**config.mk**
```make
export PLATFORM = sky130hd
export DESIGN_NAME = din_bank_router
export DESIGN_NICKNAME = d
export VERILOG_FILES = /design/src/rtl/din_bank_router.sv
export SDC_FILE = /design/constraint.sdc
export NUM_CORES = 1
export LEC_CHECK = 0
export BUFFER_PORTS_ARGS = -buffer_cell sky130_fd_sc_hd__clkbuf_2
export CORE_AREA = 5 5 126 128
export CTS_CLUSTER_SIZE = 20
export DETAILED_ROUTE_END_ITERATION = 6
export DIE_AREA = 0 0 131 133
export HOLD_SLACK_MARGIN = 0.08
export MAX_ROUTING_LAYER = met4
export PLACE_DENSITY = 0.73
export SLEW_MARGIN = 15
export SYNTH_ARGS = -nofsm -noshare
export SYNTH_HDL_FRONTEND = slang
export SYNTH_SLANG_ARGS = --single-unit
```
**constraint.sdc**
```tcl
create_clock -name axi_ACLK -period 1.9 [get_ports axi_ACLK]
set_input_delay 0 -clock axi_ACLK [delete_from_list [all_inputs] [get_ports axi_ACLK]]
set_output_delay 0 -clock axi_ACLK [all_outputs]
set_load 0.02 [all_outputs]
```
**src/rtl/din_bank_router.sv**
```systemverilog
// Packs DIN_W-bit beats into DOUT_W-bit words and routes whole rows to NUM_BANKS BRAM write ports.
// Defining DIN_ROUTE_STALL_CNT_EN builds the starved-cycle counter; otherwise stall_cnt is tied to 0.
//
// state     | meaning
// ----------+-----------------------------------------------------------
// ST_IDLE   | after reset, waiting for the first start pulse
// ST_RUN    | accepting beats and issuing BRAM writes
// ST_DONE   | final write of the last bank issued, waiting for a restart
module din_bank_router #(
  parameter int DIN_W         = 32,
  parameter int DOUT_W        = 64,
  parameter int BEATS_PER_ROW = 384,
  parameter int ROWS_PER_BANK = 4,
  parameter int NUM_BANKS     = 16,
  parameter int ADDR_W        = 14
) (
  input  logic                 axi_ACLK,
  input  logic                 axi_ARESET,
  input  logic                 stage_start,
  input  logic [DIN_W-1:0]     s_data,
  input  logic                 s_valid,
  input  logic                 s_last,
  output logic                 s_ready,
  output logic [NUM_BANKS-1:0] bram_wea,
  output logic [ADDR_W-1:0]    bram_addra,
  output logic [DOUT_W-1:0]    bram_dina,
  output logic [NUM_BANKS-1:0] bram_wdone,
  output logic                 frame_done,
  output logic                 err_last,
  output logic [31:0]          stall_cnt
);

  localparam int PACK    = DOUT_W / DIN_W;
  localparam int BEAT_CW = (BEATS_PER_ROW > 1) ? $clog2(BEATS_PER_ROW) : 1;
  localparam int PACK_CW = (PACK > 1) ? $clog2(PACK) : 1;
  localparam int ROW_CW  = (ROWS_PER_BANK > 1) ? $clog2(ROWS_PER_BANK) : 1;
  localparam int BANK_CW = (NUM_BANKS > 1) ? $clog2(NUM_BANKS) : 1;

  localparam logic [1:0] ST_IDLE = 2'd0;
  localparam logic [1:0] ST_RUN  = 2'd1;
  localparam logic [1:0] ST_DONE = 2'd2;

  logic [1:0]         state;
  logic               stage_start_q;
  logic               start_pulse;
  logic               accept;
  logic               row_end;
  logic               word_done;
  logic               bank_end;
  logic               last_bank;
  logic [BEAT_CW-1:0] beat_idx;
  logic [PACK_CW-1:0] pack_idx;
  logic [ROW_CW-1:0]  row_cnt;
  logic [BANK_CW-1:0] bank;
  logic [ADDR_W-1:0]  addr;
  logic [DOUT_W-1:0]  pack_buf;
  logic [DOUT_W-1:0]  word_next;

  assign start_pulse = stage_start & ~stage_start_q;
  assign s_ready     = (state == ST_RUN);
  // A beat offered in the start-pulse cycle belongs to the aborted frame and is dropped.
  assign accept      = s_ready & s_valid & ~start_pulse;
  assign row_end     = (beat_idx == BEAT_CW'(BEATS_PER_ROW - 1));
  assign word_done   = (pack_idx == PACK_CW'(PACK - 1));
  assign bank_end    = row_end & (row_cnt == ROW_CW'(ROWS_PER_BANK - 1));
  assign last_bank   = (bank == BANK_CW'(NUM_BANKS - 1));

  // First beat of a word lands in the low bits.
  always_comb begin
    word_next = '0;
    for (int k = 0; k < PACK; k++) begin
      word_next[k*DIN_W +: DIN_W] = (PACK_CW'(k) == pack_idx) ? s_data : pack_buf[k*DIN_W +: DIN_W];
    end
  end

  always_ff @(posedge axi_ACLK) begin
    if (axi_ARESET) begin
      state         <= ST_IDLE;
      stage_start_q <= 1'b0;
      beat_idx      <= '0;
      pack_idx      <= '0;
      row_cnt       <= '0;
      bank          <= '0;
      addr          <= '0;
      pack_buf      <= '0;
      bram_wea      <= '0;
      bram_addra    <= '0;
      bram_dina     <= '0;
      bram_wdone    <= '0;
      frame_done    <= 1'b0;
      err_last      <= 1'b0;
    end else begin
      stage_start_q <= stage_start;
      bram_wea      <= '0;
      if (start_pulse) begin
        state      <= ST_RUN;
        beat_idx   <= '0;
        pack_idx   <= '0;
        row_cnt    <= '0;
        bank       <= '0;
        addr       <= '0;
        pack_buf   <= '0;
        bram_wdone <= '0;
        frame_done <= 1'b0;
        err_last   <= 1'b0;
      end else if (accept) begin
        if (s_last != row_end) begin
          err_last <= 1'b1;
        end
        beat_idx <= row_end ? '0 : beat_idx + 1'b1;
        if (row_end) begin
          row_cnt <= (row_cnt == ROW_CW'(ROWS_PER_BANK - 1)) ? '0 : row_cnt + 1'b1;
        end
        if (word_done) begin
          pack_idx   <= '0;
          pack_buf   <= '0;
          bram_wea   <= NUM_BANKS'(1) << bank;
          bram_addra <= addr;
          bram_dina  <= word_next;
          // Rows end on word boundaries, so a bank always closes on a completed word.
          if (bank_end) begin
            bram_wdone[bank] <= 1'b1;
            addr             <= '0;
            if (last_bank) begin
              state      <= ST_DONE;
              frame_done <= 1'b1;
              bank       <= '0;
            end else begin
              bank <= bank + 1'b1;
            end
          end else begin
            addr <= addr + 1'b1;
          end
        end else begin
          pack_idx <= pack_idx + 1'b1;
          pack_buf <= word_next;
        end
      end
    end
  end

`ifdef DIN_ROUTE_STALL_CNT_EN
  logic [31:0] stall_q;

  always_ff @(posedge axi_ACLK) begin
    if (axi_ARESET) begin
      stall_q <= '0;
    end else if (start_pulse) begin
      stall_q <= '0;
    end else if ((state == ST_RUN) && !s_valid && (stall_q != 32'hFFFF_FFFF)) begin
      stall_q <= stall_q + 1'b1;
    end
  end

  assign stall_cnt = stall_q;
`else
  assign stall_cnt = '0;
`endif

endmodule

```
-- Word-level counts from Yosys, hierarchy flattened
Index checks and enable logic that the tools add are counted.
- register bits after elaboration: 208
- bits of input ports: 37
- output and inout bits: 145
- logic and storage cells: 65
- add/sub/neg operators: 5
- $lt $le $gt $ge: 2
- equal/unequal tests: 5
- shifts and indexed selects: 1
- mux-type cells: 15
- bitwise gates (word level): 9
- reduce and logical (&&, ||, !) cells: 14
- operator list (kind ; number):
    two-way mux 32 bit ; 2
    two-way mux 64 bit ; 1
    bitwise OR 16 bit ; 1
    left shift 1 x 4 -> 16 bit (first input constant) ; 1
    adder 14 x 1 -> 14 bit (second input constant) ; 1
    two-way mux 14 bit ; 1
    adder 9 x 1 -> 9 bit (second input constant) ; 1
    equality test 9 bit (second input constant) ; 1
    two-way mux 9 bit ; 1
    AND reduction 4 bit ; 2
    nonzero test 2 bit ; 4
    two-way mux 1 bit ; 7
    AND reduction 2 bit ; 3
    AND reduction 3 bit ; 2
    < comparator 4 x 5 -> 1 bit (second input constant) ; 1
    adder 4 x 1 -> 4 bit (second input constant) ; 1
    bitwise AND 1 bit ; 4
    demux 1 bit (select 4 bit) ; 1
    equality test 4 bit (second input constant) ; 1
    >= comparator 4 x 1 -> 1 bit (second input constant) ; 1
    two-way mux 4 bit ; 1
    NOT 1 bit ; 4
    OR reduction 4 bit ; 1
    adder 2 x 1 -> 2 bit (second input constant) ; 1
    other kinds (7) ; 7

-- Longest topological paths before layout
- depth after elaboration: 6
- mapped depth: 7

-- Least setup slack after synthesis
No wires, ideal clock.
- path kind: register to register
- start point: register state[1]
- end point: register bram_wdone[7]
- arrival time: 1.565 ns
- data required time: 1.785 ns
- path slack: 0.220 ns
- cell stages (with the launch flop): 8
- buffers on the path: 3
- clock period less this slack: 1.680 ns
- cells stage by stage: dfxtp_1 -> and4b_1 -> buf_4 -> nand3_1 -> buf_2 -> buf_2 -> nor3_1 -> o21a_1
- cells in the longest elaborated chain, start to end: 4
- ends and longest elaborated chain (what ; RTL line ; text):
    start, declared ; 43 ; logic [1:0] state;
    start signal, assigned ; 78 ; state <= ST_IDLE;
    start signal, assigned ; 96 ; state <= ST_RUN;
    start signal, assigned ; 125 ; state <= ST_DONE;
    equality test 2 x 1 -> 1 bit ; 60 ; assign s_ready = (state == ST_RUN);
    bitwise AND 1 bit (2 in series) ; 62 ; assign accept = s_ready & s_valid & ~start_pulse;
    AND reduction 3 bit (no source line) ; -- ;
    end signal, assigned ; 89 ; bram_wdone <= '0;
    end signal, assigned ; 103 ; bram_wdone <= '0;
    end signal, assigned by index ; 122 ; bram_wdone[bank] <= 1'b1;
    end, declared ; 27 ; output logic [NUM_BANKS-1:0] bram_wdone,
Every way passes these cells.
A chain may end at the register's enable or synchronous reset.

-- Final worst setup path
- start point: register beat_idx[0]
- end point: register bank[3]
- cells in the longest elaborated chain, start to end: 3
- ends and longest elaborated chain (what ; RTL line ; text):
    start, declared ; 51 ; logic [BEAT_CW-1:0] beat_idx;
    start signal, assigned ; 110 ; beat_idx <= row_end ? '0 : beat_idx + 1'b1;
    equality test 9 bit ; 63 ; assign row_end = (beat_idx == BEAT_CW'(BEATS_PER_ROW - 1));
    bitwise AND 1 bit ; 65 ; assign bank_end = row_end & (row_cnt == ROW_CW'(ROWS_PER_BANK - 1));
    AND reduction 3 bit (no source line) ; -- ;
    end signal, assigned ; 129 ; bank <= bank + 1'b1;
    end, declared ; 54 ; logic [BANK_CW-1:0] bank;
Every way passes these cells.

==> impl_metrics.tcl <==
set metrics [dict create \
    avgRoutedWirePerCell_um 14.0 \
    critPathCaptureType "register" \
    grt_max_degree 81 \
    place.gp.congestion 0.848 \
    synth_simple_gate_area_share_pct 24.7 \
    track_usage_pct 19.9 \
    rsz0062_at_grt "no" \
    cts_buffer_depth 2 \
    synth-seq-area-share_pct 51.3 \
    yosysMostFrequentCell "nand2_1" \
    cts_tree "yes" \
    leakage_nw 3.33 \
    synthDistinctLibCells 40 \
    clock-sinks 176 \
    slew_headroom_pct 59.3 \
    synth_xor_area_share_pct 1.66 \
    synth_top_flop_cell "dfxtp_1" \
    worst_pin_slew_ps 611 \
    area_growth_pct 26.5 \
    vias 6051 \
    grt_remaining_overflow 0 \
    finalWirelength_um 16700 \
    criticalPathCategory "register to register" \
    clock_skew_ps 9.29 \
    outcome "finished clean" \
    synth_area_per_cell_um2 8.37 \
    h-tree-depth 4 \
    viasPerCell 5.07 \
    synth-async-reset-ratio_pct 0 \
    post_cts_buffers 0 \
    synthAdderAreaFrac_pct 1.64 \
    layout_min_cycle_time_ps 1720 \
    hold_violations 0 \
    slew_violations 0 \
    grt_pass1_vias 5711 \
    synthMuxAreaShare_pct 0 \
    fp.dieArea_um2 17400 \
    die_h_um 133 \
    r2r_slack_ps 180 \
    final_cell_area_um2 8690 \
    worstPathArrival_ps 2070 \
    die_width_um 131 \
    ys_ff_latch 176 \
    synth-edff-count 0 \
    fp.coreArea_um2 14800 \
    place_area_um2 7720 \
    port_buffers 149 \
    peakVddDrop_v 0.000660 \
    nNetsFinal 1038 \
    worst_setup_path_start_kind "register" \
    root_buffer "clkbuf_16" \
    max_freq_mhz 583 \
    ant_nets 0 \
    drive_gt1_share_pct 21.5 \
    p_per_area_nw_per_um2 884 \
    synth_top_area_share_pct 51.3 \
    initial_core_util_pct 46.6 \
    antenna_found_initial 1 \
    finalCritPeriodShare_pct 90.3 \
    maxCapViolCount 0 \
    dr.pass1.iters 4 \
    fp-row-count 45 \
    syn_area_um2 6870 \
    ff2ff_path_depth 5 \
    synthTopCellsByArea "dfxtp_1, nand2_1, a21oi_1" \
    setup_slack_ps 183 \
    cts.clk_slew.worst_paths_ps 60 \
    crit_fanout 12 \
    cp.required_ps 2260 \
    syn_inst 821 \
    pre_cts_ws_ps 54.2 \
    yosys.area.top_type "dfxtp_1" \
    io_pins 182 \
    drtIter0Drc 312 \
    cts_made_buffers 17 \
    drc_errors 0 \
    synth_top_family_by_area "simple AND/OR/NAND/NOR gates" \
    setup_tns_ps 0 \
    synth_compound_area_share_pct 13.3 \
    worstHoldPathCells 4 \
    yosys_warnings 0 \
    dp_hpwl_um 10900 \
    clk_latency_ps 430 \
    yosys-top-cells-count "nand2_1, dfxtp_1, a21oi_1, clkbuf_1" \
    grt_pass1_wl_um 27500 \
    hold_path.class "primary input to register" \
    finalSetupViolCount 0 \
]
layout make-up:
class | count | area, um^2
fill | 1318 | 6060
sequential | 176 | 3520
multi-input combinational | 582 | 2980
timing repair buffer | 209 | 1320
clock buffer | 19 | 433
tap | 188 | 235
clock inverter | 13 | 174
inverter | 6 | 22.5
antenna | 1 | 2.50
timing repair:
action | in CTS | in global routing
setup endpoints to repair | 0 | 25
hold buffers | 35 | 0
resized for setup | 0 | 3
endpoints found under the hold margin | 69 | 0
worst max-delay path, stage by stage, from the launching register on:
cell and delay [ps]:
dfxtp_1 380, ha_1 190, nand4b_1 110, or2_4 310, or4_1 520, a21oi_1 140
through the flow:
step	hold WS [ps]	std cells	power, mW	util (%)
3_5_place_dp	250	1126	4.11	52.4
5_1_grt	156	1194	7.98	58.9
2_1_floorplan	128	852	4.04	-
3_3_place_gp	242	1126	4.11	52.4
6_report	101	1194	7.69	58.9
4_1_cts	88.4	1193	7.75	58.8
report_power, final:
group	leakage, nW	internal [mW]	total, mW	switching, mW
clock	0.297	2.10	3.60	1.50
combinational	1.61	0.132	0.367	0.234
sequential	1.42	3.71	3.72	0.0115
routing by layer:
| metal | part of all wire (%) | track usage, % | wire (um) |
|---|---|---|---|
| met1 | 43 | 24.6 | 7190 |
| met4 | 1.9 | 7.43 | 310 |
| met2 | 48 | 30.2 | 7940 |
| met3 | 7.5 | 6.54 | 1260 |
| met5 | 0 | - | 0 |
registers in the layout, indices dropped and copies added (netlist names), 2 cells and up:
name        flops
addr           14
pack_buf       32
bram_addra     14
bram_wea       16
state           2
beat_idx        9
bank            4
bram_wdone     16
row_cnt         2
bram_dina      64
cell families after synthesis:
| logic type | after synthesis |
|---|---|
| DFF | 176 |
| other | 1 |
| and+or+nand+nor | 361 |
| buffers and inverters | 94 |
| adders and majority gates | 9 |
| AOI/OAI and AO/OA | 167 |
| xor gates and xnor gates | 13 |
cells in the final DEF (no fill, tap or decap), types with 3 or more instances in the layout:
cell	netlist	routed
nand2_1	220	219
dfxtp_1	176	176
clkbuf_2	0	149
a21oi_1	128	128
dlygate4sd3_1	0	35
nand3b_1	33	33
conb_1	1	32
nor2_1	25	24
buf_4	33	22
nor3_1	22	21
o21a_1	17	17
clkbuf_16	0	17
nand3_1	13	13
o21ai_0	11	11
xnor2_1	9	9
ha_1	9	9
inv_1	6	6
nor4_1	6	6
or4_1	6	6
o31ai_1	6	6
or3_1	5	5
nor2b_1	5	4
xor2_1	4	4
nand4_1	4	4
inv_6	0	4
nand4b_1	3	3
nand4_2	3	3
and2_1	3	3
bufinv_16	0	3
buf_12	0	3
path summary, 6_finish.rpt:
| kind | from | to |
|---|---|---|
| max reg2reg | beat_idx[0] | bank[3] |
| max | beat_idx[0] | bank[3] |
| min reg2reg | pack_buf[20] | pack_buf[20] |
| min | s_valid | pack_idx |
Power figures use the tool's default switching activity.
